--- config.mk ---
export PLATFORM = sky130hd
export DESIGN_NAME = ov9281_dvp_tx
export DESIGN_NICKNAME = d
export VERILOG_FILES = /design/src/rtl/ov9281_dvp_tx.sv
export SDC_FILE = /design/constraint.sdc
export NUM_CORES = 1
export LEC_CHECK = 0
export BUFFER_PORTS_ARGS = -buffer_cell sky130_fd_sc_hd__buf_4
export CAP_MARGIN = 30
export CORE_MARGIN = 2
export CORE_UTILIZATION = 59
export CTS_BUF_LIST = sky130_fd_sc_hd__clkbuf_4 sky130_fd_sc_hd__clkbuf_8
export DETAILED_ROUTE_END_ITERATION = 6
export PLACE_DENSITY = 0.82
export SYNTH_ARGS = -nofsm -noshare
export SYNTH_HDL_FRONTEND = slang
export SYNTH_SLANG_ARGS = --single-unit
--- constraint.sdc ---
create_clock -name camera_pclk -period 2.4 [get_ports camera_pclk]
set_clock_uncertainty 0.1 [all_clocks]
set_input_delay 0.12 -clock camera_pclk [delete_from_list [all_inputs] [get_ports camera_pclk]]
set_output_delay 0.12 -clock camera_pclk [all_outputs]
set_load 0.02 [all_outputs]
--- src/rtl/ov9281_dvp_tx.sv ---
// DVP frame transmitter: replays 32-bit FIFO words as LSB-first bytes with vsync/href framing.
// Define OV9281_DVP_TX_PATTERN_EN to replace FIFO replay with a column^line test pattern.
module ov9281_dvp_tx #(
  parameter int H_ACTIVE    = 1280,
  parameter int H_BLANK     = 64,
  parameter int V_ACTIVE    = 800,
  parameter int VSYNC_LINES = 2,
  parameter int V_BACK      = 2,
  parameter int V_FRONT     = 2
) (
  input  logic        camera_pclk,
  input  logic        rst_n,
  input  logic        init_done,
  input  logic        rfifo_empty,
  input  logic [31:0] rfifo_data,
  output logic        rfifo_req,
  output logic        dvp_vsync,
  output logic        dvp_href,
  output logic [7:0]  dvp_data,
  output logic        frame_done,
  output logic        underflow
);

  localparam int LINE_LEN = H_ACTIVE + H_BLANK;
  localparam int CW       = $clog2(LINE_LEN + 1);
  localparam int LW       = $clog2(V_ACTIVE + VSYNC_LINES + V_BACK + V_FRONT + 1);

  localparam logic [CW-1:0] COL_LAST    = CW'(LINE_LEN - 1);
  localparam logic [CW-1:0] ACT_LAST    = CW'(H_ACTIVE - 1);
  localparam logic [LW-1:0] VSYNC_LAST  = LW'(VSYNC_LINES - 1);
  localparam logic [LW-1:0] BACK_LAST   = LW'(V_BACK - 1);
  localparam logic [LW-1:0] ACTIVE_LAST = LW'(V_ACTIVE - 1);
  localparam logic [LW-1:0] FRONT_LAST  = LW'(V_FRONT - 1);

  typedef enum logic [2:0] {IDLE, VSYNC, VBACK, ACT, HBLANK, VFRONT} state_t;

  state_t        state;
  logic [CW-1:0] col;
  logic [LW-1:0] line;
  logic [1:0]    byte_idx;
  logic          end_flag;
  logic          col_last;
  logic [7:0]    next_byte;

  assign col_last = (col == COL_LAST);

`ifdef OV9281_DVP_TX_PATTERN_EN
  logic unused_fifo;
  assign unused_fifo = ^{rfifo_empty, rfifo_data};
  assign rfifo_req   = 1'b0;
  assign underflow   = 1'b0;

  always_comb begin
    next_byte = 8'(col) ^ 8'(line);
  end
`else
  logic [31:0] word;
  logic        word_ok;

  // Pop only a word that was actually latched, so a late refill is never consumed unsent.
  assign rfifo_req = (state == ACT) && (byte_idx == 2'd3) && word_ok && !rfifo_empty;

  always_comb begin
    next_byte = 8'h00;
    if (byte_idx == 2'd0) begin
      next_byte = rfifo_empty ? 8'h00 : rfifo_data[7:0];
    end else if (word_ok) begin
      next_byte = word[{byte_idx, 3'b000} +: 8];
    end
  end
`endif

  always_ff @(posedge camera_pclk or negedge rst_n) begin
    if (!rst_n) begin
      state      <= IDLE;
      col        <= '0;
      line       <= '0;
      byte_idx   <= 2'd0;
      end_flag   <= 1'b0;
      dvp_vsync  <= 1'b0;
      dvp_href   <= 1'b0;
      dvp_data   <= 8'h00;
      frame_done <= 1'b0;
`ifndef OV9281_DVP_TX_PATTERN_EN
      word       <= 32'h0;
      word_ok    <= 1'b0;
      underflow  <= 1'b0;
`endif
    end else begin
      end_flag   <= 1'b0;
      dvp_vsync  <= (state == VSYNC);
      dvp_href   <= (state == ACT);
      dvp_data   <= (state == ACT) ? next_byte : 8'h00;
      frame_done <= end_flag;

      case (state)
        IDLE: begin
          if (init_done) begin
            state <= VSYNC;
            col   <= '0;
            line  <= '0;
          end
        end

        VSYNC: begin
          if (col_last) begin
            col <= '0;
            if (line == VSYNC_LAST) begin
              line  <= '0;
              state <= VBACK;
            end else begin
              line <= line + LW'(1);
            end
          end else begin
            col <= col + CW'(1);
          end
        end

        VBACK: begin
          if (col_last) begin
            col <= '0;
            if (line == BACK_LAST) begin
              line     <= '0;
              byte_idx <= 2'd0;
              state    <= ACT;
            end else begin
              line <= line + LW'(1);
            end
          end else begin
            col <= col + CW'(1);
          end
        end

        ACT: begin
          byte_idx <= byte_idx + 2'd1;
          col      <= col + CW'(1);
          if (col == ACT_LAST) begin
            state <= HBLANK;
          end
`ifndef OV9281_DVP_TX_PATTERN_EN
          if (byte_idx == 2'd0) begin
            word    <= rfifo_data;
            word_ok <= !rfifo_empty;
            if (rfifo_empty) begin
              underflow <= 1'b1;
            end
          end
`endif
        end

        HBLANK: begin
          if (col_last) begin
            col      <= '0;
            byte_idx <= 2'd0;
            if (line == ACTIVE_LAST) begin
              line  <= '0;
              state <= VFRONT;
            end else begin
              line  <= line + LW'(1);
              state <= ACT;
            end
          end else begin
            col <= col + CW'(1);
          end
        end

        VFRONT: begin
          if (col_last) begin
            col <= '0;
            if (line == FRONT_LAST) begin
              line     <= '0;
              end_flag <= 1'b1;
              state    <= init_done ? VSYNC : IDLE;
            end else begin
              line <= line + LW'(1);
            end
          end else begin
            col <= col + CW'(1);
          end
        end

        default: state <= IDLE;
      endcase
    end
  end

endmodule

==> results.sh, run 1 <==
export IMPL_htree_levels=3
export IMPL_postSynthCellCount=295
export IMPL_synth_fa_ha_area_frac=0.0174
export IMPL_first_iter_violations=234
export IMPL_dp_cells=415
export IMPL_final_area_um2=4640
export IMPL_fin_cells=465
export IMPL_slew_violations=0
export IMPL_setup_violations_final=0
export IMPL_synth_compound_gate_area_share=0.128
export IMPL_synthFlopType="dfrtp_1"
export IMPL_async_flop_share=1.00
export IMPL_swShare=0.217
export IMPL_status="complete, no violations"
export IMPL_grt_max_degree=73
export IMPL_initial_core_util=0.609
export IMPL_cts_tree="built"
export IMPL_hold_class="primary input to flop"
export IMPL_dr_pass1_iters=5
export IMPL_grtUsageTotal=0.299
export IMPL_antenna_found_initial=0
export IMPL_max_clock_freq_ghz=0.442
export IMPL_postCtsSetupBuffers=0
export IMPL_cp_required_ns=2.54
export IMPL_min_period_ns=2.26
export IMPL_tns_ns=0
export IMPL_maxCapViolations=0
export IMPL_yosysSeqAreaShare=0.502
export IMPL_power_frac_comb=0.062
export IMPL_dieArea_um2=6720
export IMPL_wl_um=9090
export IMPL_drive_gt1_frac=0.336
export IMPL_synth_area_per_cell_um2=12.2
export IMPL_yosys_top_cells_area="dfrtp_1, mux2_2, mux4_2, nor2_1, a22o_1"
export IMPL_io_pins=49
export IMPL_clkSlewWorstSetupHoldPaths_ns=0.08
export IMPL_portBuffers=48
export IMPL_seqPwrFrac=0.481
export IMPL_synth_simple_area_share=0.147
export IMPL_root_buffer="clkbuf_8"
export IMPL_vias=2862
export IMPL_grt_pass1_vias=2903
export IMPL_tightest_slew_ns=0.871
export IMPL_drc=0
export IMPL_dp_hpwl_um=5220
export IMPL_antennaDiodeCount=0
export IMPL_muxShareOfSynthArea=0.157
export IMPL_rows=28
export IMPL_fin_crit_sh=0.943
export IMPL_layout_nets=426
export IMPL_synth_area_um2=3590
export IMPL_gp_congestion=0.903
export IMPL_clock_latency_ns=0.35
export IMPL_p_sw_mw=0.571
export IMPL_synthDistinctLibCells=62
export IMPL_internal_power_mw=2.06
export IMPL_yosysTopAreaCell="dfrtp_1"
export IMPL_power_leakage_nw=2.07
export IMPL_placed_area_um2=4040
export IMPL_synth_xor_area_share=0.0220
export IMPL_rsz0062_at_grt="false"
export IMPL_cp_end_kind="flop"
export IMPL_power_share_clock=0.457
export IMPL_hold_violations=0
export IMPL_synth_top_family_by_area="multiplexers"
export IMPL_cp_arrival_ns=2.40
export IMPL_yosys_register_bits=72
export IMPL_irDropWorstVdd_mv=0.385
export IMPL_crit_path_start_kind="flop"
export IMPL_chipWidth_um=82.0
export IMPL_coreArea_um2=5890
export IMPL_syn_nets=336
export IMPL_grt_pass1_wl_um=14600
export IMPL_numCtsBuffers=9
export IMPL_viasPerCell=6.15
export IMPL_area_growth_synth_to_final_pct=29.4
export IMPL_timing_hold_ws_ns=0.142
export IMPL_clock_path_buffers=2
export IMPL_critPathKind="flop to flop"
export IMPL_routedWlPerCell_um=19.5
export IMPL_die_h_um=82.0
export IMPL_pwr_density_cell_nw_per_um2=566
export IMPL_slew_limit_headroom=0.419
export IMPL_synth_edf_count=0
export IMPL_antenna_left=0
export IMPL_yosysTopAreaCellShare=0.502
export IMPL_yosysWarnings=0
export IMPL_grt_ovfl_total=0
export IMPL_cts_sinks=72
export IMPL_cp_max_fo=6
## placed cells by master, fill, tap and decap left out, types with 5 or more instances in the layout
cell type      Yosys  layout
mux4_2             8       8
buf_4              0      55
dlygate4sd3_1      0      34
ha_1               5       5
a22o_1             9       9
nand3_1            7       7
o21ai_0            5       5
xnor2_1            5       5
nand2_1           15      15
a21oi_1            8       8
and3_1             5       5
dfrtp_1           72      72
clkbuf_8           0       9
inv_1             11      11
mux2_2            33      33
a221o_1            5       5
nor2_1            26      26
## state kept, by name, summed over array words and instances, names as in the netlist
signal      flops
dvp_data        8
col            11
underflow       1
word           32
dvp_vsync       1
dvp_href        1
line           10
frame_done      1
end_flag        1
word_ok         1
state           3
byte_idx        2
## per-stage QoR
stage / utilization / power [mW] / worst slack, ns
after floorplan: - / 1.32 / 0.296
after global placement: 0.686 / 1.39 / 0.248
after detailed placement: 0.686 / 1.40 / 0.143
after CTS: 0.786 / 2.62 / 0.143
after global routing: 0.788 / 2.70 / 0.0188
final: 0.788 / 2.63 / 0.137
## logic make-up (layout without fill, tap and decap cells)
family | count (synthesis) | after routing
XOR/XNOR | 9 | 9
multiplexers | 42 | 42
buffers and inverters | 21 | 116
adder cells (fa/ha/maj) | 5 | 5
AO/OA/AOI/OAI | 58 | 58
AND/OR/NAND/NOR | 88 | 88
flip-flops | 72 | 72
## layer usage
metal | share of wire | GRT usage | vias to the layer above
li1 | - | - | 1283
met1 | 0.39 | 0.339 | 1420
met2 | 0.53 | 0.548 | 124
met3 | 0.042 | 0.0516 | 35
met4 | 0.033 | 0.132 | 0
met5 | 0 | 0 | -
## Yosys cell counts (2+ instances only)
master	instances
mux2_2	33
o31ai_1	3
a311oi_1	2
inv_1	11
and4_1	3
o21ai_0	5
nor3_1	3
o21ai_4	2
xnor2_1	5
mux4_2	8
o211ai_1	4
nand4_1	4
dfrtp_1	72
a221o_1	5
nand3b_1	3
a31oi_1	3
a22o_1	9
and3_1	5
nand2_1	15
nand3_1	7
o2bb2ai_1	3
a22oi_1	2
nor2_1	26
xor2_1	4
clkbuf_1	2
buf_2	6
or2_2	2
ha_1	5
o22ai_1	2
nor2b_1	2
a21oi_1	8
## path summary, 6_finish.rpt
kind	end	start	cells past startpoint	slack, ns
setup / recovery	line[7]	line[0]	6	0.14
hold / removal	state[2]	init_done	4	0.14
setup reg to reg	line[7]	line[0]	6	0.14
hold reg to reg	frame_done	end_flag	0	0.26
max in group asynchronous	col[1]	rst_n	2	1.31
min in group asynchronous	dvp_data[4]	rst_n	2	0.32
## power by group through the flow
stage	sequential [mW]	combinational (mW)	clock, mW
2_1_floorplan	1.28	0.0405	0
3_3_place_gp	1.28	0.112	0
3_5_place_dp	1.28	0.116	0
4_1_cts	1.26	0.162	1.19
5_1_grt	1.27	0.177	1.25
6_report	1.26	0.163	1.20
## cell type report
cell class | instances | area (um^2)
Sequential cell | 72 | 1800
Tap cell | 75 | 93.8
Clock inverter | 6 | 116
Inverter | 11 | 41.3
Fill cell | 352 | 1250
Timing Repair Buffer | 89 | 753
Multi-Input combinational cell | 202 | 1700
Clock buffer | 10 | 131
## critical path, cell delays in order (launching register included)
cell and delay, ns:
dfrtp_1 0.42, ha_1 0.24, and4_1 0.25, nand4_1 0.24
a221oi_4 0.43, a21oi_2 0.14, a221o_1 0.32
## timing repair
item                                    4_1_cts  5_1_grt
hold endpoints to repair                    113        0
gates resized for setup                       0        1
endpoints found under the setup margin        0        3
hold buffers                                 34        0
(Power assumes the default switching activity.)
==> run 2, diff against run 1 <==
CORE_UTILIZATION = 45   (was 59)
PLACE_DENSITY = default   (was 0.82)
==> run 2 against run 1 <==
Non-clock buffer count up 2. Fmax down 0.78%. Total power down 5.2%. Sequential share of layout area down 0.14 points. First-iteration DRC count down 61%. Combinational power down 2%. Wire length down 16%. Count of clock-buffer cells in the layout down 1.
==> results.sh, run 2 (same netlist as run 1, synthesis figures left out) <==
export IMPL_status="complete, no violations"
export IMPL_grt_pass1_vias=2636
export IMPL_rsz0062_at_grt="false"
export IMPL_grt_ovfl_total=0
export IMPL_pwr_density_cell_nw_per_um2=535
export IMPL_regArea_um2=1800
export IMPL_cp_end_kind="flop"
export IMPL_max_clock_freq_ghz=0.438
export IMPL_power_leakage_nw=2.07
export IMPL_initial_core_util=0.464
export IMPL_die_h_um=93.3
export IMPL_final_cell_mix="dfrtp_1, buf_4, dlygate4sd3_1"
export IMPL_cts_tree="built"
export IMPL_critPathKind="flop to flop"
export IMPL_regMostFlops="word"
export IMPL_cts_sinks=72
export IMPL_irDropWorstVdd_mv=0.232
export IMPL_first_iter_violations=92
export IMPL_antennaDiodeCount=0
export IMPL_routedWlPerCell_um=15.4
export IMPL_tightest_slew_ns=0.893
export IMPL_area_growth_synth_to_final_pct=29.8
export IMPL_min_period_ns=2.28
export IMPL_cts_resized=0
export IMPL_gp_congestion=0.837
export IMPL_fin_crit_sh=0.951
export IMPL_slew_violations=0
export IMPL_multi_input_area_um2=1690
export IMPL_final_common_cell="dfrtp_1"
export IMPL_clock_latency_ns=0.34
export IMPL_chipWidth_um=93.3
export IMPL_vias=2666
export IMPL_root_buffer="clkbuf_8"
export IMPL_drc=0
export IMPL_cp_max_fo=6
export IMPL_htree_levels=3
export IMPL_portBuffers=48
export IMPL_power_mw=2.49
export IMPL_clock_path_buffers=2
export IMPL_antenna_left=0
export IMPL_cp_required_ns=2.52
export IMPL_grt_max_degree=73
export IMPL_pre_cts_ws_ns=0.152
export IMPL_fin_ws_ns=0.119
export IMPL_largest_reg_flops=32
export IMPL_coreArea_um2=7730
export IMPL_maxCapViolations=0
export IMPL_dr_pass1_iters=4
export IMPL_antenna_found_initial=0
export IMPL_wl_um=7630
export IMPL_crit_path_start_kind="flop"
export IMPL_slew_limit_headroom=0.405
export IMPL_drive_gt1_frac=0.339
export IMPL_grtUsageTotal=0.184
export IMPL_grt_pass1_wl_um=12500
export IMPL_setup_violations_final=0
export IMPL_cp_arrival_ns=2.40
export IMPL_postCtsSetupBuffers=0
export IMPL_clkSlewWorstSetupHoldPaths_ns=0.08
export IMPL_viasPerCell=5.40
export IMPL_hold_buffers=34
export IMPL_rows=32
export IMPL_tns_ns=0
export IMPL_numCtsBuffers=9
export IMPL_dp_hpwl_um=4970
export IMPL_top_regs="word: 32 flops, col: 11 flops, line: 10 flops"
export IMPL_io_pins=49
export IMPL_hold_class="primary input to flop"
export IMPL_n_fill_cell=608
export IMPL_hold_violations=0
export IMPL_dieArea_um2=8700
export IMPL_layout_nets=428
run 2: routing by layer:
layer,global-route usage,share of wire,vias up
met5,0,0,-
met4,0.0551,0.0075,0
met3,0.0395,0.039,5
met2,0.306,0.50,62
met1,0.243,0.45,1312
li1,-,-,1287
run 2: path summary, 6_finish.rpt:
kind,start,end,slack (ns),cells after the start
max,line[0],line[7],0.12,6
min,init_done,state[2],0.13,4
max reg2reg,line[0],line[7],0.12,6
min reg2reg,end_flag,frame_done,0.25,0
max in group asynchronous,rst_n,col[0],1.28,2
min in group asynchronous,rst_n,word[2],0.33,2
run 2: power breakdown:
group          total [mW]  switching [mW]  internal [mW]
Clock                1.07           0.476          0.598
Sequential           1.26          0.0165           1.24
Combinational       0.159          0.0545          0.104
run 2: cell type report:
type | instances | share of cell area
clock inverters | 7 | 0.0220
inverters | 11 | 0.00887
clock buffers | 9 | 0.0266
repair buffers | 91 | 0.165
well taps | 102 | 0.0274
flip-flops and latches | 72 | 0.387
multi-input cells | 202 | 0.363
run 2: stage by stage:
stage,util,hold slack (ns),instance area (um^2),std cells
finish,0.602,0.133,4660,494
global route,0.602,0.134,4660,494
CTS,0.602,0.102,4660,494
detailed placement,0.529,0.208,4090,444
global placement,0.529,0.209,4090,444
floorplan,-,-0.276,3590,295
run 2: worst max-delay path, cell delays in order, from the launching register on:
cell      delay, ns
dfrtp_1        0.42
ha_1           0.22
and4_1         0.26
nand4_1        0.20
a221oi_2       0.51
a21oi_2        0.14
a221o_1        0.31
